`config.mk`:
```
export PLATFORM = sky130hd
export DESIGN_NAME = alu_arbiter
export DESIGN_NICKNAME = d
export VERILOG_FILES = /design/src/rtl/alu_arbiter.sv
export SDC_FILE = /design/constraint.sdc
export NUM_CORES = 1
export LEC_CHECK = 0
export CAP_MARGIN = 10
export CORE_MARGIN = 3
export CORE_UTILIZATION = 36
export CTS_CLUSTER_SIZE = 28
export DETAILED_ROUTE_END_ITERATION = 12
export GPL_TIMING_DRIVEN = 0
export PLACE_DENSITY = 0.8
export SLEW_MARGIN = 20
export SYNTH_ARGS = -nofsm -noshare
export SYNTH_HDL_FRONTEND = slang
export SYNTH_SLANG_ARGS = --single-unit
```
`constraint.sdc`:
```
create_clock -name clk -period 1.5 [get_ports clk]
set_input_delay 0.3 -clock clk [delete_from_list [all_inputs] [get_ports clk]]
set_output_delay 0.3 -clock clk [all_outputs]
set_load 0.03 [all_outputs]
```
`src/rtl/alu_arbiter.sv`:
```
// -----------------------------------------------------------------------------
// alu_arbiter
//
// Lets two requesters share one combinational ALU. It takes one operation at a
// time, picks a requester round-robin, and drives the winner's operands and
// opcode into the ALU from registers. It holds those registers for EXEC_CYCLES
// cycles, captures the ALU output, and returns it to the owning requester with a
// valid/ready handshake.
//
// Parameters
//   WIDTH        operand/result width (ALU reg_rs1/reg_rs2/alu_out)
//   OPW          opcode width (ALU opcode)
//   EXEC_CYCLES  cycles operands are held before the result is captured, 1..15
//
// Ports
//   clk, rst_n            rising-edge clock, asynchronous active-low reset
//   req_valid[1:0]        requester i presents an operation
//   req_ready[1:0]        requester i's operation is accepted this cycle
//   req{0,1}_rs1/rs2      requester operands
//   req{0,1}_opcode       requester opcode
//   resp_valid[1:0]       resp_data holds the result for requester i
//   resp_ready[1:0]       requester i consumes the result
//   resp_data             captured ALU result
//   alu_rs1/rs2/opcode    registered operands/opcode towards the ALU
//   alu_result            combinational ALU output
//   busy                  an operation is executing or waiting to be returned
// -----------------------------------------------------------------------------
module alu_arbiter #(
    parameter int WIDTH       = 32,
    parameter int OPW         = 6,
    parameter int EXEC_CYCLES = 1
) (
    input  logic             clk,
    input  logic             rst_n,
    input  logic [1:0]       req_valid,
    output logic [1:0]       req_ready,
    input  logic [WIDTH-1:0] req0_rs1,
    input  logic [WIDTH-1:0] req0_rs2,
    input  logic [OPW-1:0]   req0_opcode,
    input  logic [WIDTH-1:0] req1_rs1,
    input  logic [WIDTH-1:0] req1_rs2,
    input  logic [OPW-1:0]   req1_opcode,
    output logic [1:0]       resp_valid,
    input  logic [1:0]       resp_ready,
    output logic [WIDTH-1:0] resp_data,
    output logic [WIDTH-1:0] alu_rs1,
    output logic [WIDTH-1:0] alu_rs2,
    output logic [OPW-1:0]   alu_opcode,
    input  logic [WIDTH-1:0] alu_result,
    output logic             busy
);

    typedef enum logic [1:0] {
        ST_IDLE = 2'd0,
        ST_EXEC = 2'd1,
        ST_RESP = 2'd2
    } state_t;

    // The counter starts at EXEC_CYCLES-1, so the capture happens after
    // exactly EXEC_CYCLES cycles in EXEC.
    localparam logic [3:0] CNT_INIT = 4'(EXEC_CYCLES - 1);

    state_t           state_q, state_d;
    logic [3:0]       cnt_q, cnt_d;
    logic             owner_q, owner_d;
    logic             last_grant_q, last_grant_d;
    logic [1:0]       resp_valid_q, resp_valid_d;
    logic             busy_q, busy_d;
    logic [WIDTH-1:0] resp_data_q, resp_data_d;
    logic [WIDTH-1:0] alu_rs1_q, alu_rs1_d;
    logic [WIDTH-1:0] alu_rs2_q, alu_rs2_d;
    logic [OPW-1:0]   alu_opcode_q, alu_opcode_d;

    logic [1:0]       grant;
    logic             winner;

    // Round-robin pick, offered only in IDLE. On contention the requester
    // that was not served last wins. The pick is gated by rst_n, so req_ready
    // reads 0 while reset is asserted.
    always_comb begin
        grant = 2'b00;
        if (rst_n && state_q == ST_IDLE) begin
            case (req_valid)
                2'b01:   grant = 2'b01;
                2'b10:   grant = 2'b10;
                2'b11:   grant = last_grant_q ? 2'b01 : 2'b10;
                default: grant = 2'b00;
            endcase
        end
    end

    assign winner = grant[1];

    // Next-state logic. Every register holds its value unless the current
    // state explicitly updates it. The alu_* registers therefore stay stable
    // from the grant through the response handshake.
    always_comb begin
        state_d      = state_q;
        cnt_d        = cnt_q;
        owner_d      = owner_q;
        last_grant_d = last_grant_q;
        resp_valid_d = resp_valid_q;
        resp_data_d  = resp_data_q;
        alu_rs1_d    = alu_rs1_q;
        alu_rs2_d    = alu_rs2_q;
        alu_opcode_d = alu_opcode_q;

        case (state_q)
            ST_IDLE: begin
                if (grant != 2'b00) begin
                    alu_rs1_d    = winner ? req1_rs1    : req0_rs1;
                    alu_rs2_d    = winner ? req1_rs2    : req0_rs2;
                    alu_opcode_d = winner ? req1_opcode : req0_opcode;
                    owner_d      = winner;
                    cnt_d        = CNT_INIT;
                    state_d      = ST_EXEC;
                end
            end
            ST_EXEC: begin
                if (cnt_q == 4'd0) begin
                    resp_data_d  = alu_result;
                    resp_valid_d = owner_q ? 2'b10 : 2'b01;
                    state_d      = ST_RESP;
                end else begin
                    cnt_d = cnt_q - 4'd1;
                end
            end
            ST_RESP: begin
                // Only the owner's resp_ready completes the handshake.
                if (resp_ready[owner_q]) begin
                    last_grant_d = owner_q;
                    resp_valid_d = 2'b00;
                    state_d      = ST_IDLE;
                end
            end
            default: begin
                state_d = ST_IDLE;
            end
        endcase

        // busy is registered, so it is derived from the state being entered.
        busy_d = (state_d != ST_IDLE);
    end

    // All state and registered outputs. An asynchronous reset aborts any
    // in-flight operation and discards its result.
    always_ff @(posedge clk or negedge rst_n) begin
        if (!rst_n) begin
            state_q      <= ST_IDLE;
            cnt_q        <= 4'd0;
            owner_q      <= 1'b0;
            last_grant_q <= 1'b1;
            resp_valid_q <= 2'b00;
            busy_q       <= 1'b0;
            resp_data_q  <= '0;
            alu_rs1_q    <= '0;
            alu_rs2_q    <= '0;
            alu_opcode_q <= '0;
        end else begin
            state_q      <= state_d;
            cnt_q        <= cnt_d;
            owner_q      <= owner_d;
            last_grant_q <= last_grant_d;
            resp_valid_q <= resp_valid_d;
            busy_q       <= busy_d;
            resp_data_q  <= resp_data_d;
            alu_rs1_q    <= alu_rs1_d;
            alu_rs2_q    <= alu_rs2_d;
            alu_opcode_q <= alu_opcode_d;
        end
    end

    assign req_ready  = grant;
    assign resp_valid = resp_valid_q;
    assign resp_data  = resp_data_q;
    assign alu_rs1    = alu_rs1_q;
    assign alu_rs2    = alu_rs2_q;
    assign alu_opcode = alu_opcode_q;
    assign busy       = busy_q;

endmodule
```
# Word-level counts from Yosys, hierarchy flattened

Index checks and enable logic that the tools add are counted.

Add/sub/neg operators: 1
Magnitude comparators: 1
Eq/ne operators: 9
Mux-type cells: 19
Reduce and logical (&&, ||, !) cells: 12

Operator list:

| operator            | count |
|---|---|
| $mux 32             | 2 |
| $mux 2              | 8 |
| $pmux 2 s3          | 2 |
| $mux 4              | 2 |
| $pmux 4 s2          | 1 |
| $reduce_bool 2->1   | 4 |
| $eq 2x2->1 const B  | 3 |
| $mux 6              | 1 |
| $ne 2x2->1 const B  | 3 |
| $reduce_and 2->1    | 3 |
| $reduce_and 3->1    | 2 |
| $eq 2x1->1 const B  | 2 |
| $logic_not 4->1     | 1 |
| $pmux 2 s2          | 1 |
| $sub 4x1->4 const B | 1 |
| $logic_not 2->1     | 1 |
| $lt 1x2->1 const B  | 1 |
| $mux 1              | 2 |
| $ne 2x1->1 const B  | 1 |
| $logic_and 1x1->1   | 1 |

Register bits: 113
Bits of input ports: 178
Logic and storage cells: 52

# Longest topological paths before layout

Depth after elaboration: 7
Depth in mapped cells: 6
Depth with buffers taken out: 5

# Worst setup path after synthesis

No wires, ideal clock.

Kind: reg2out
Start: register state_q[1]
End: output port req_ready[1]
Arrival time: 1,584 ps
Slack: -384 ps
Cell stages (with the launch flop): 5
Path buffers: 2
Cell sequence: dfrtp_1 -> or3b_4 -> buf_6 -> buf_2 -> nor2_1

Word-level cells in the longest chain between the ends: 3

RTL lines:

| element                | RTL line | text |
|---|---|---|
| start, declared        | 63       | `state_t state_q, state_d;` |
| start signal, assigned | 160      | `state_q <= state_d;` |
| $logic_not 2->1        | 82       | `if (rst_n && state_q == ST_IDLE) begin` |
| $logic_and 1x1->1      | 82       |  |
| $mux 2                 | 82       |  |
| end, declared          | 36       | `output logic [1:0] req_ready,` |

Every way passes these cells.

# Worst setup path in the final report

Start: register state_q[0]
End: output port req_ready[1]

Same word-level chain as after synthesis.

==> impl_metrics.py <==
metrics = {
    "routing": {
        "vias": 5945,
        "route.detailed.wl_per_inst_um": 20.91,
        "postRouteAntennaNets": 0,
        "drtPass1Iterations": 7,
        "dr.first_iter.drc_count": 450,
        "drc": 0,
        "routed_wl_um": 22180,
        "via_per_inst": 5.603,
    },
    "sta": {
        "hold_viol": 51,
        "fin_skew_ps": 10.08,
        "max_freq_mhz": 481.5,
        "rsz0062_at_grt": "yes",
        "relSlewSlack_pct": 55.21,
        "hold_ws_ps": -173.9,
        "fin_ws_ps": -576.7,
        "fin_crit_sh_pct": 138.4,
        "final.setup.tns_ps": -42870,
        "drv_slew": 0,
        "worstMarginPinSlew_ps": 669.4,
        "period_minus_slack_ps": 2077,
        "setup_violations": 113,
    },
    "final_layout": {
        "fill_cells": 1031,
        "drive_gt1_share_pct": 25.54,
        "stdcell_area_sq_um": 9982,
        "seqCellArea_sq_um": 2831,
        "antenna_cells": 0,
        "num-nets-final": 1047,
        "multi_input_comb_area_sq_um": 2623,
        "final_cells": 1061,
        "final_core_util_pct": 70.81,
        "area_delta_synth_final_pct": 90.09,
    },
    "worst_setup_path": {
        "cpPeakStageDelay_ps": 420,
        "cp_slowest_cell": "dfrtp_2",
        "critPathTopFamily": "simple AND/OR/NAND/NOR gates",
        "crit_fanout": 3,
        "required_ps": 1200,
        "endpoint_kind": "primary output",
        "critPathBufInv": 3,
        "critPathKind": "flip-flop to primary output",
        "cp_cell_sequence": "or3b_4 > buf_12 > buf_8 > nor2_4 > buf_6",
        "arrival_ps": 1780,
        "startpoint_type": "flip-flop",
    },
    "placed_design": {
        "dp_hpwl_um": 14200,
        "dp_slack_ps": -1411,
        "placed_area_sq_um": 8428,
        "post-place-cells": 992,
        "io_buffer_count": 284,
        "gp_congestion": 0.8445,
    },
    "floorplan": {
        "die-height_um": 126.8,
        "start_util_pct": 37.25,
        "fp-row-count": 43,
        "fp.dieW_um": 126.8,
        "fp.coreArea_sq_um": 14100,
        "ios": 285,
        "dieArea_sq_um": 16070,
    },
    "yosys": {
        "avgSynthCellArea_sq_um": 9.964,
        "synth-seq-cells": 113,
        "postSynthCellCount": 527,
        "synth-warning-count": 0,
        "netlist-cell-type-count": 33,
        "synth_area_sq_um": 5251,
        "syn_nets": 706,
        "synth_seq_area_share_pct": 53.87,
    },
    "power": {
        "p_leak_nw": 4.039,
        "power_density_nw_per_um2": 2155,
        "vdd_drop_max_uv": 1012,
        "power.total_mw": 21.51,
    },
    "global_route": {
        "grt_pass1_vias": 5781,
        "grt_max_degree": 62,
        "grt_use_total_pct": 25.18,
        "globalRouteOverflowTotal": 0,
        "grt_pass1_wl_um": 31440,
        "antenna_found_initial": 0,
    },
    "clocking": {
        "clkLatencyLatePin_ps": 430,
        "ctsHtreeMaxLevel": 4,
        "cts_buffers": 17,
        "cts.path.max_buffers": 2,
        "cts_root_buf": "clkbuf_16",
        "cts.sink_count": 113,
        "cts_tree": "built",
        "cts.clk_slew.worst_paths_ps": 50,
    },
    "job": {
        "drv_cap": 0,
    },
    "min_path": {
        "hold_path_class": "input pin to asynchronous set/reset pin",
    },
    "outcome": {
        "outcome": "complete, but fails checks",
        "violations": "hold timing, setup timing",
    },
}
==> state kept, by name, indices dropped and copies added (netlist names) <==
register	count
alu_rs1	32
alu_rs2	32
resp_data	32
alu_opcode	6
cnt_q	4
resp_valid	2
state_q	2
busy	1
last_grant_q	1
owner_q	1
==> worst register-to-register path: stages (launching register included) <==
cell	delay [ps]
dfrtp_2	420
or3b_4	420
buf_12	140
buf_4	130
buf_12	130
nor2_4	220
clkbuf_16	210
clkbuf_16	140
a31oi_1	80
==> timing repair <==
| item | CTS | global route |
|---|---|---|
| gates cloned | 4 | 9 |
| gates resized for setup | 229 | 169 |
| endpoints found under the hold margin | 51 | 51 |
| setup endpoints to repair | 210 | 192 |
| pin swaps | 6 | 3 |
| setup buffers | 15 | 9 |
==> kinds of logic after synthesis <==
kind of cell    Yosys count  share of synthesized area, %
fa+ha+maj                 1                        0.2382
buf+inv                  59                         5.051
flops                   113                         53.87
simple gates             91                         9.412
mux                      36                         7.648
compound gates          227                         23.78
==> cell usage in the layout, fill, tap and decap left out, drive strengths merged, types with 2 or more instances in the layout <==
cell / Yosys / layout
a31oi: 70 / 70
o21ai: 77 / 77
clkbuf: 33 / 94
a21oi: 73 / 73
mux2i: 3 / 3
nand2: 3 / 3
nor3b: 2 / 2
clkdlybuf4s15: 0 / 62
inv: 4 / 4
bufinv: 0 / 5
buf: 22 / 53
clkdlybuf4s50: 0 / 175
or3b: 2 / 2
nand3: 73 / 73
dfrtp: 112 / 112
clkinv: 0 / 6
mux2: 33 / 33
dlygate4sd2: 0 / 10
a22oi: 2 / 2
nand3b: 3 / 3
nor2: 4 / 4
clkinvlp: 0 / 3
==> routing by layer <==
metal  up-vias  GRT usage, %  part of all wire (%)
li1       2676             -                     -
met1      2892         29.28                    37
met2       339         42.93                    51
met3        38         9.432                    10
met4         0         8.328                   2.2
met5         -             0                     0
==> worst paths after layout <==
kind	slack (ps)	start	end	cells after the start
max in group asynchronous	1000	rst_n	alu_rs1[21]$_DFFE_PN0P_	2
min in group clk	450	req1_rs2[3]	alu_rs2[3]$_DFFE_PN0P_	3
setup / recovery	-580	state_q[0]$_DFF_PN0_	req_ready[1]	5
setup reg to reg	-520	state_q[0]$_DFF_PN0_	alu_rs2[11]$_DFFE_PN0P_	8
hold reg to reg	490	resp_data[28]$_DFFE_PN0P_	resp_data[28]$_DFFE_PN0P_	1
hold / removal	-170	rst_n	alu_rs2[23]$_DFFE_PN0P_	1
==> Yosys cell counts <==
cell type | instances | area [sq um]
or3b_2 | 1 | 8.760
dfrtp_1 | 112 | 2803
buf_6 | 1 | 11.26
nand3b_1 | 3 | 22.52
nand2_1 | 2 | 7.510
ha_1 | 1 | 12.51
a21o_1 | 1 | 7.510
mux2_2 | 10 | 112.6
clkbuf_1 | 33 | 123.9
nor3_1 | 1 | 5.000
buf_2 | 17 | 85.08
nand2_2 | 1 | 6.260
a22oi_1 | 2 | 15.01
or3b_4 | 1 | 11.26
a21bo_2 | 1 | 10.01
buf_4 | 4 | 30.03
nand2b_1 | 1 | 6.260
o21ai_0 | 77 | 385.4
inv_1 | 4 | 15.01
mux2i_1 | 3 | 30.03
o22ai_2 | 1 | 12.51
mux2_1 | 23 | 259.0
nor3b_2 | 2 | 25.02
and2b_1 | 1 | 7.510
nand3_1 | 73 | 365.4
o211ai_1 | 1 | 7.510
a31oi_1 | 70 | 437.9
a21boi_1 | 1 | 7.510
dfstp_2 | 1 | 26.28
nor2_4 | 1 | 11.26
nor2_1 | 3 | 11.26
a21oi_1 | 73 | 365.4
or2_2 | 1 | 6.260
==> power breakdown <==
group	switching [mW]	internal (mW)	total [mW]
clock network	1.52	2.94	4.46
logic	6.63	4.88	11.5
registers	0.968	4.58	5.55
total	9.12	12.4	21.5
==> final cells by class <==
cell class | instances | share of cell area, %
Clock inverter | 14 | 2.143
Clock buffer | 18 | 4.299
Inverter | 4 | 0.1504
Tap cell | 180 | 2.256
Buffer | 55 | 3.911
Timing Repair Buffer | 322 | 32.60
Multi-Input combinational cell | 355 | 26.27
Sequential cell | 113 | 28.37
(Power assumes the default switching activity.)
